<file path="config.mk">
export PLATFORM = sky130hd
export DESIGN_NAME = mux2x1_arbiter_flat
export DESIGN_NICKNAME = d
export VERILOG_FILES = /design/src/rtl/mux2x1_arbiter_pkg.sv /design/src/rtl/mux2x1_arbiter_if.sv /design/src/rtl/Multiplexador2x1.sv /design/src/rtl/mux2x1_arbiter_datapath.sv /design/src/rtl/mux2x1_arbiter.sv /design/src/flat_wrapper.sv
export SDC_FILE = /design/constraint.sdc
export NUM_CORES = 1
export LEC_CHECK = 0
export ABC_AREA = 1
export CORE_ASPECT_RATIO = 1.75
export CORE_MARGIN = 4
export CORE_UTILIZATION = 39
export DETAILED_ROUTE_END_ITERATION = 8
export GPL_TIMING_DRIVEN = 0
export PLACE_DENSITY = 0.82
export SYNTH_ARGS = -nofsm -noshare
export SYNTH_HDL_FRONTEND = slang
export SYNTH_SLANG_ARGS = --single-unit
</file>
<file path="constraint.sdc">
create_clock -name clk -period 1.5 [get_ports clk]
set_input_delay 0.3 -clock clk [delete_from_list [all_inputs] [get_ports clk]]
set_output_delay 0.3 -clock clk [all_outputs]
set_load 0.02 [all_outputs]
</file>
<file path="src/rtl/mux2x1_arbiter_pkg.sv">
`default_nettype none
// ============================================================================
// mux2x1_arbiter_pkg : state encoding and sizing helpers for the arbiter
// Revision: 1.0
// ============================================================================
package mux2x1_arbiter_pkg;

  localparam logic [1:0] ST_IDLE    = 2'd0;
  localparam logic [1:0] ST_GRANT0  = 2'd1;
  localparam logic [1:0] ST_GRANT1  = 2'd2;
  localparam logic [1:0] ST_ILLEGAL = 2'd3;

  typedef enum logic [1:0] {
    IDLE    = ST_IDLE,
    GRANT0  = ST_GRANT0,
    GRANT1  = ST_GRANT1,
    ILLEGAL = ST_ILLEGAL
  } state_t;

  // Burst counter must represent 0..MAX_BURST.
  function automatic int count_width(input int max_burst);
    return (max_burst < 1) ? 1 : $clog2(max_burst + 1);
  endfunction

endpackage
`default_nettype wire

</file>
<file path="src/rtl/mux2x1_arbiter_if.sv">
`default_nettype none
// ============================================================================
// mux2x1_arbiter_if : requester/sink handshake bundle for mux2x1_arbiter
// Revision: 1.0
// ============================================================================
interface mux2x1_arbiter_if #(
  parameter int WIDTH = 8
);

  logic             req0;
  logic [WIDTH-1:0] d0;
  logic             req1;
  logic [WIDTH-1:0] d1;
  logic             gnt0;
  logic             gnt1;
  logic             ack0;
  logic             ack1;
  logic             out_valid;
  logic [WIDTH-1:0] out_data;
  logic             out_ready;

  modport slave (
    input  req0, d0, req1, d1, out_ready,
    output gnt0, gnt1, ack0, ack1, out_valid, out_data
  );

  modport master (
    output req0, d0, req1, d1, out_ready,
    input  gnt0, gnt1, ack0, ack1, out_valid, out_data
  );

endinterface
`default_nettype wire

</file>
<file path="src/rtl/Multiplexador2x1.sv">
`default_nettype none
// ============================================================================
// Multiplexador2x1 : existing 1-bit 2:1 multiplexer cell (Y = S ? I1 : I0)
// Revision: 1.0
// ============================================================================
module Multiplexador2x1 (
  input  wire logic I0,
  input  wire logic I1,
  input  wire logic S,
  output logic      Y
);

  assign Y = S ? I1 : I0;

endmodule
`default_nettype wire

</file>
<file path="src/rtl/mux2x1_arbiter_datapath.sv">
`default_nettype none
// ============================================================================
// mux2x1_arbiter_datapath : WIDTH-bit 2:1 mux built from Multiplexador2x1 cells
// Revision: 1.0
// ============================================================================
module mux2x1_arbiter_datapath #(
  parameter int WIDTH = 8
) (
  input  wire logic [WIDTH-1:0] d0,
  input  wire logic [WIDTH-1:0] d1,
  input  wire logic             sel,
  output logic      [WIDTH-1:0] y
);

  generate
    for (genvar i = 0; i < WIDTH; i++) begin : g_bit
      Multiplexador2x1 u_mux (
        .I0 (d0[i]),
        .I1 (d1[i]),
        .S  (sel),
        .Y  (y[i])
      );
    end
  endgenerate

endmodule
`default_nettype wire

</file>
<file path="src/rtl/mux2x1_arbiter.sv">
`default_nettype none
// ============================================================================
// mux2x1_arbiter : round-robin, burst-limited sharing of one registered channel
// Revision: 1.0
// ============================================================================
module mux2x1_arbiter
  import mux2x1_arbiter_pkg::*;
#(
  parameter int WIDTH     = 8,
  parameter int MAX_BURST = 4
) (
  input wire logic          clk,
  input wire logic          rst_n,
  mux2x1_arbiter_if.slave   bus
);

  localparam int              CW         = count_width(MAX_BURST);
  localparam logic [CW-1:0]   BURST_LAST = CW'(MAX_BURST - 1);

  state_t           state;
  logic             last;
  logic [CW-1:0]    count;
  logic             out_valid;
  logic [WIDTH-1:0] out_data;
  logic [WIDTH-1:0] mux_y;

  logic gnt0;
  logic gnt1;
  logic accept;
  logic ack0;
  logic ack1;
  logic burst_done;
  logic release0;
  logic release1;

  assign gnt0   = (state == GRANT0);
  assign gnt1   = (state == GRANT1);
  assign accept = !out_valid || bus.out_ready;
  assign ack0   = gnt0 && bus.req0 && accept;
  assign ack1   = gnt1 && bus.req1 && accept;

  // This ack is the MAX_BURST-th word of the current grant.
  assign burst_done = (count == BURST_LAST);
  assign release0   = !bus.req0 || (ack0 && burst_done);
  assign release1   = !bus.req1 || (ack1 && burst_done);

  mux2x1_arbiter_datapath #(
    .WIDTH (WIDTH)
  ) u_datapath (
    .d0  (bus.d0),
    .d1  (bus.d1),
    .sel (gnt1),
    .y   (mux_y)
  );

  always_ff @(posedge clk or negedge rst_n) begin
    if (!rst_n) begin
      state     <= IDLE;
      last      <= 1'b1;
      count     <= '0;
      out_valid <= 1'b0;
      out_data  <= '0;
    end else begin
      if (ack0 || ack1) begin
        out_data  <= mux_y;
        out_valid <= 1'b1;
      end else if (out_valid && bus.out_ready) begin
        out_valid <= 1'b0;
      end

      case (state)
        IDLE: begin
          if (bus.req0 && bus.req1) begin
            state <= last ? GRANT0 : GRANT1;
          end else if (bus.req0) begin
            state <= GRANT0;
          end else if (bus.req1) begin
            state <= GRANT1;
          end
        end
        GRANT0: begin
          if (release0) begin
            count <= '0;
            last  <= 1'b0;
            if (bus.req1) begin
              state <= GRANT1;
            end else if (bus.req0) begin
              state <= GRANT0;
            end else begin
              state <= IDLE;
            end
          end else if (ack0) begin
            count <= count + 1'b1;
          end
        end
        GRANT1: begin
          if (release1) begin
            count <= '0;
            last  <= 1'b1;
            if (bus.req0) begin
              state <= GRANT0;
            end else if (bus.req1) begin
              state <= GRANT1;
            end else begin
              state <= IDLE;
            end
          end else if (ack1) begin
            count <= count + 1'b1;
          end
        end
        default: begin
          state <= IDLE;
          count <= '0;
        end
      endcase
    end
  end

  assign bus.gnt0      = gnt0;
  assign bus.gnt1      = gnt1;
  assign bus.ack0      = ack0;
  assign bus.ack1      = ack1;
  assign bus.out_valid = out_valid;
  assign bus.out_data  = out_data;

endmodule
`default_nettype wire

</file>
<file path="src/flat_wrapper.sv">
// flat-port wrapper written by rule: the top's interface ports become plain ports
module mux2x1_arbiter_flat import mux2x1_arbiter_pkg::*;
#(
  parameter int WIDTH     = 8,
  parameter int MAX_BURST = 4
)
  (clk, rst_n, bus_req0, bus_d0, bus_req1, bus_d1, bus_out_ready, bus_gnt0, bus_gnt1, bus_ack0, bus_ack1, bus_out_valid, bus_out_data);
  mux2x1_arbiter_if #(.WIDTH(WIDTH)) bus_i ();
  input wire logic clk;
  input wire logic rst_n;
  input wire logic [$bits(bus_i.req0)-1:0] bus_req0;
  input wire logic [$bits(bus_i.d0)-1:0] bus_d0;
  input wire logic [$bits(bus_i.req1)-1:0] bus_req1;
  input wire logic [$bits(bus_i.d1)-1:0] bus_d1;
  input wire logic [$bits(bus_i.out_ready)-1:0] bus_out_ready;
  output wire logic [$bits(bus_i.gnt0)-1:0] bus_gnt0;
  output wire logic [$bits(bus_i.gnt1)-1:0] bus_gnt1;
  output wire logic [$bits(bus_i.ack0)-1:0] bus_ack0;
  output wire logic [$bits(bus_i.ack1)-1:0] bus_ack1;
  output wire logic [$bits(bus_i.out_valid)-1:0] bus_out_valid;
  output wire logic [$bits(bus_i.out_data)-1:0] bus_out_data;
  assign bus_i.req0 = bus_req0;
  assign bus_i.d0 = bus_d0;
  assign bus_i.req1 = bus_req1;
  assign bus_i.d1 = bus_d1;
  assign bus_i.out_ready = bus_out_ready;
  assign bus_gnt0 = bus_i.gnt0;
  assign bus_gnt1 = bus_i.gnt1;
  assign bus_ack0 = bus_i.ack0;
  assign bus_ack1 = bus_i.ack1;
  assign bus_out_valid = bus_i.out_valid;
  assign bus_out_data = bus_i.out_data;
  mux2x1_arbiter #(.WIDTH(WIDTH), .MAX_BURST(MAX_BURST)) u_core (.clk(clk), .rst_n(rst_n), .bus(bus_i));
endmodule
</file>
==> results.yml <==
outcome:
  status: "finished, violations left"
  violations: "setup timing"
timing:
  relSlewSlack: 0.539
  fin_tns_setup_ps: -167
  tightest_slew_ps: 689
  fin_skew_ps: 1.04
  period_needed_ps: 1580
  finalMaxSlewViolations: 0
  hold_viol_final: 0
  max_freq_mhz: 635
  period_share: 1.05
  setup_viol: 3
  fin_ws_ps: -75.2
  rsz0062_at_grt: "yes"
die:
  initial_core_util: 0.418
  design.die.area_um2: 3200
  std_cell_rows: 22
  io_pins: 34
  die_w_um: 44.5
  die_y_um: 71.9
  coreArea_um2: 2170
synthesis:
  synth_cell_types: 16
  syn_inst: 116
  synth_nets: 143
  netlist_area_um2: 910
  yosysSeqAreaShare: 0.414
  synth_seq_cells: 15
  avgSynthCellArea_um2: 7.84
  ys_warn_count: 0
place:
  post-place-ws_ps: -549
  routabilityCongestion: 0.814
  place_area_um2: 1280
  dpl.hpwl_mm: 1.81
  numPortBuffers: 33
critical_path:
  crit_required_ps: 1200
  r2r_cells: 8
  r2r_slack_ps: -20
  start_kind: "register"
  crit_arrival_ps: 1280
  r2r_start: "u_core.state[0]"
  cp-end-kind: "primary output"
  worstReg2RegEnd: "u_core.count[1]"
  critPathKind: "register to primary output"
  cp_max_fo: 4
clock_tree:
  clock_sinks: 15
  cts_buffers: 3
  tritoncts: "done"
  clock_latency_ps: 300
  root_buffer: "clkbuf_4"
  cts.reportedPaths.clkPinSlew_ps: 90
  clockBufferDepth: 2
  cts_max_level: 1
route:
  avgViaCountPerCell: 4.98
  ant_nets: 0
  via_count: 936
  totalWireLength_mm: 2.56
  wl_per_cell_um: 13.6
  drtIter0Drc: 16
  drc_errors: 0
  dr.pass1.iters: 4
power_and_ir_drop:
  power_uw: 2630
  pwr_density_cell_nw_per_um2: 1800
  p_leak_uw: 0.000750
  ir_drop_uv: 1020
layout:
  n_fill_cell: 170
  drive_gt1_frac: 0.280
  diodes: 0
  nets: 192
  final_area_um2: 1470
  layout_common_cells: "nand2_1 (47), clkdlybuf4s50_1 (20), dfrtp_1 (14), inv_1 (10)"
  area_growth_pct: 61.2
  seq_area_um2: 377
  multi_input_area_um2: 538
  final_common_cell: "nand2_1"
grt:
  antenna_found_initial: 0
  overflow: 0
  grt_pass1_vias: 994
  grt_pass1_wl_mm: 4.33
  grt_max_degree: 16
  grt_usage: 0.183
job:
  cap_viol_max_count: 0
worst_hold_path:
  hold_path.class: "input port to asynchronous set/reset pin"
metrics by stage:
| stage | util | instances | hold slack (ps) |
|---|---|---|---|
| 5_1_grt | 0.674 | 188 | 448 |
| 6_report | 0.674 | 188 | 410 |
| 2_1_floorplan | - | 116 | 4.41 |
| 4_1_cts | 0.641 | 184 | 421 |
| 3_3_place_gp | 0.590 | 173 | 461 |
| 3_5_place_dp | 0.590 | 173 | 464 |
metal layers:
metal / routed length [µm] / up-vias / share of wire / track usage
li1: - / 454 / - / -
met1: 853 / 430 / 0.33 / 0.173
met2: 1390 / 43 / 0.54 / 0.322
met3: 233 / 9 / 0.091 / 0.0553
met4: 90 / 0 / 0.035 / 0.117
met5: 0 / - / 0 / 0
repair_timing:
| item | CTS | global route |
|---|---|---|
| endpoints found under the hold margin | 0 | 0 |
| pin swaps | 3 | 3 |
| hold buffers | 0 | 0 |
| endpoints found under the setup margin | 21 | 13 |
| buffers inserted | 7 | 3 |
| resized for setup | 38 | 7 |
| cloned | 0 | 1 |
area by class of cell:
class / instances / share of cell area
clock buffers: 3 / 0.0154
plain buffers: 1 / 0.0102
inverters: 14 / 0.0375
clock inverters: 1 / 0.00341
flip-flops and latches: 15 / 0.257
repair buffers: 44 / 0.289
multi-input cells: 86 / 0.367
well taps: 24 / 0.0205
synth_stat cells:
cell / number / area [µm²]
o21ai_1: 1 / 5.00
nand2_1: 50 / 188
nand2_2: 3 / 18.8
nand3_1: 3 / 15.0
dfrtp_1: 14 / 350
a21oi_4: 1 / 16.3
inv_4: 1 / 6.26
buf_2: 1 / 5.00
a21oi_2: 1 / 8.76
ha_1: 6 / 75.1
nor2_1: 7 / 26.3
mux2_2: 8 / 90.1
o21ai_0: 4 / 20.0
a21oi_1: 2 / 10.0
inv_1: 13 / 48.8
dfstp_2: 1 / 26.3
worst max-delay path: stages, from the launching register on:
cell,delay (ps)
dfrtp_1,410
buf_4,160
ha_4,170
nand2_4,70
nor2_4,40
buf_6,130
registers in the layout (all words and copies together), names as in the netlist:
| signal | count |
|---|---|
| u_core.state | 2 |
| u_core.count | 3 |
| u_core.bus.out_data | 8 |
| u_core.last | 1 |
| u_core.bus.out_valid | 1 |
how the worst max path moves through the flow:
| stage | from | endpoint | slack [ps] | cells past startpoint |
|---|---|---|---|---|
| floorplan | u_core.state[0] | u_core.bus.out_data[1] | 50 | 6 |
| global placement | bus_out_ready | bus_ack0 | -540 | 6 |
| detailed placement | bus_out_ready | bus_ack0 | -550 | 6 |
| CTS | u_core.state[1] | bus_ack0 | -80 | 5 |
| global route | u_core.state[0] | bus_ack1 | -130 | 5 |
| finish | u_core.state[0] | bus_ack0 | -80 | 5 |
cells by family after synthesis:
family | Yosys count | share of synthesized area
multiplexers | 8 | 0.0990
adder cells (fa/ha/maj) | 6 | 0.0825
buffers and inverters | 15 | 0.0660
AND/OR/NAND/NOR | 63 | 0.272
AO/OA/AOI/OAI | 9 | 0.0660
flip-flops | 15 | 0.414
where the power goes:
part	switching [µW]	internal, µW
registers	108	582
clock network	144	99.6
logic	907	794
total	1160	1480
No activity file was read; power rests on OpenSTA's default activity.
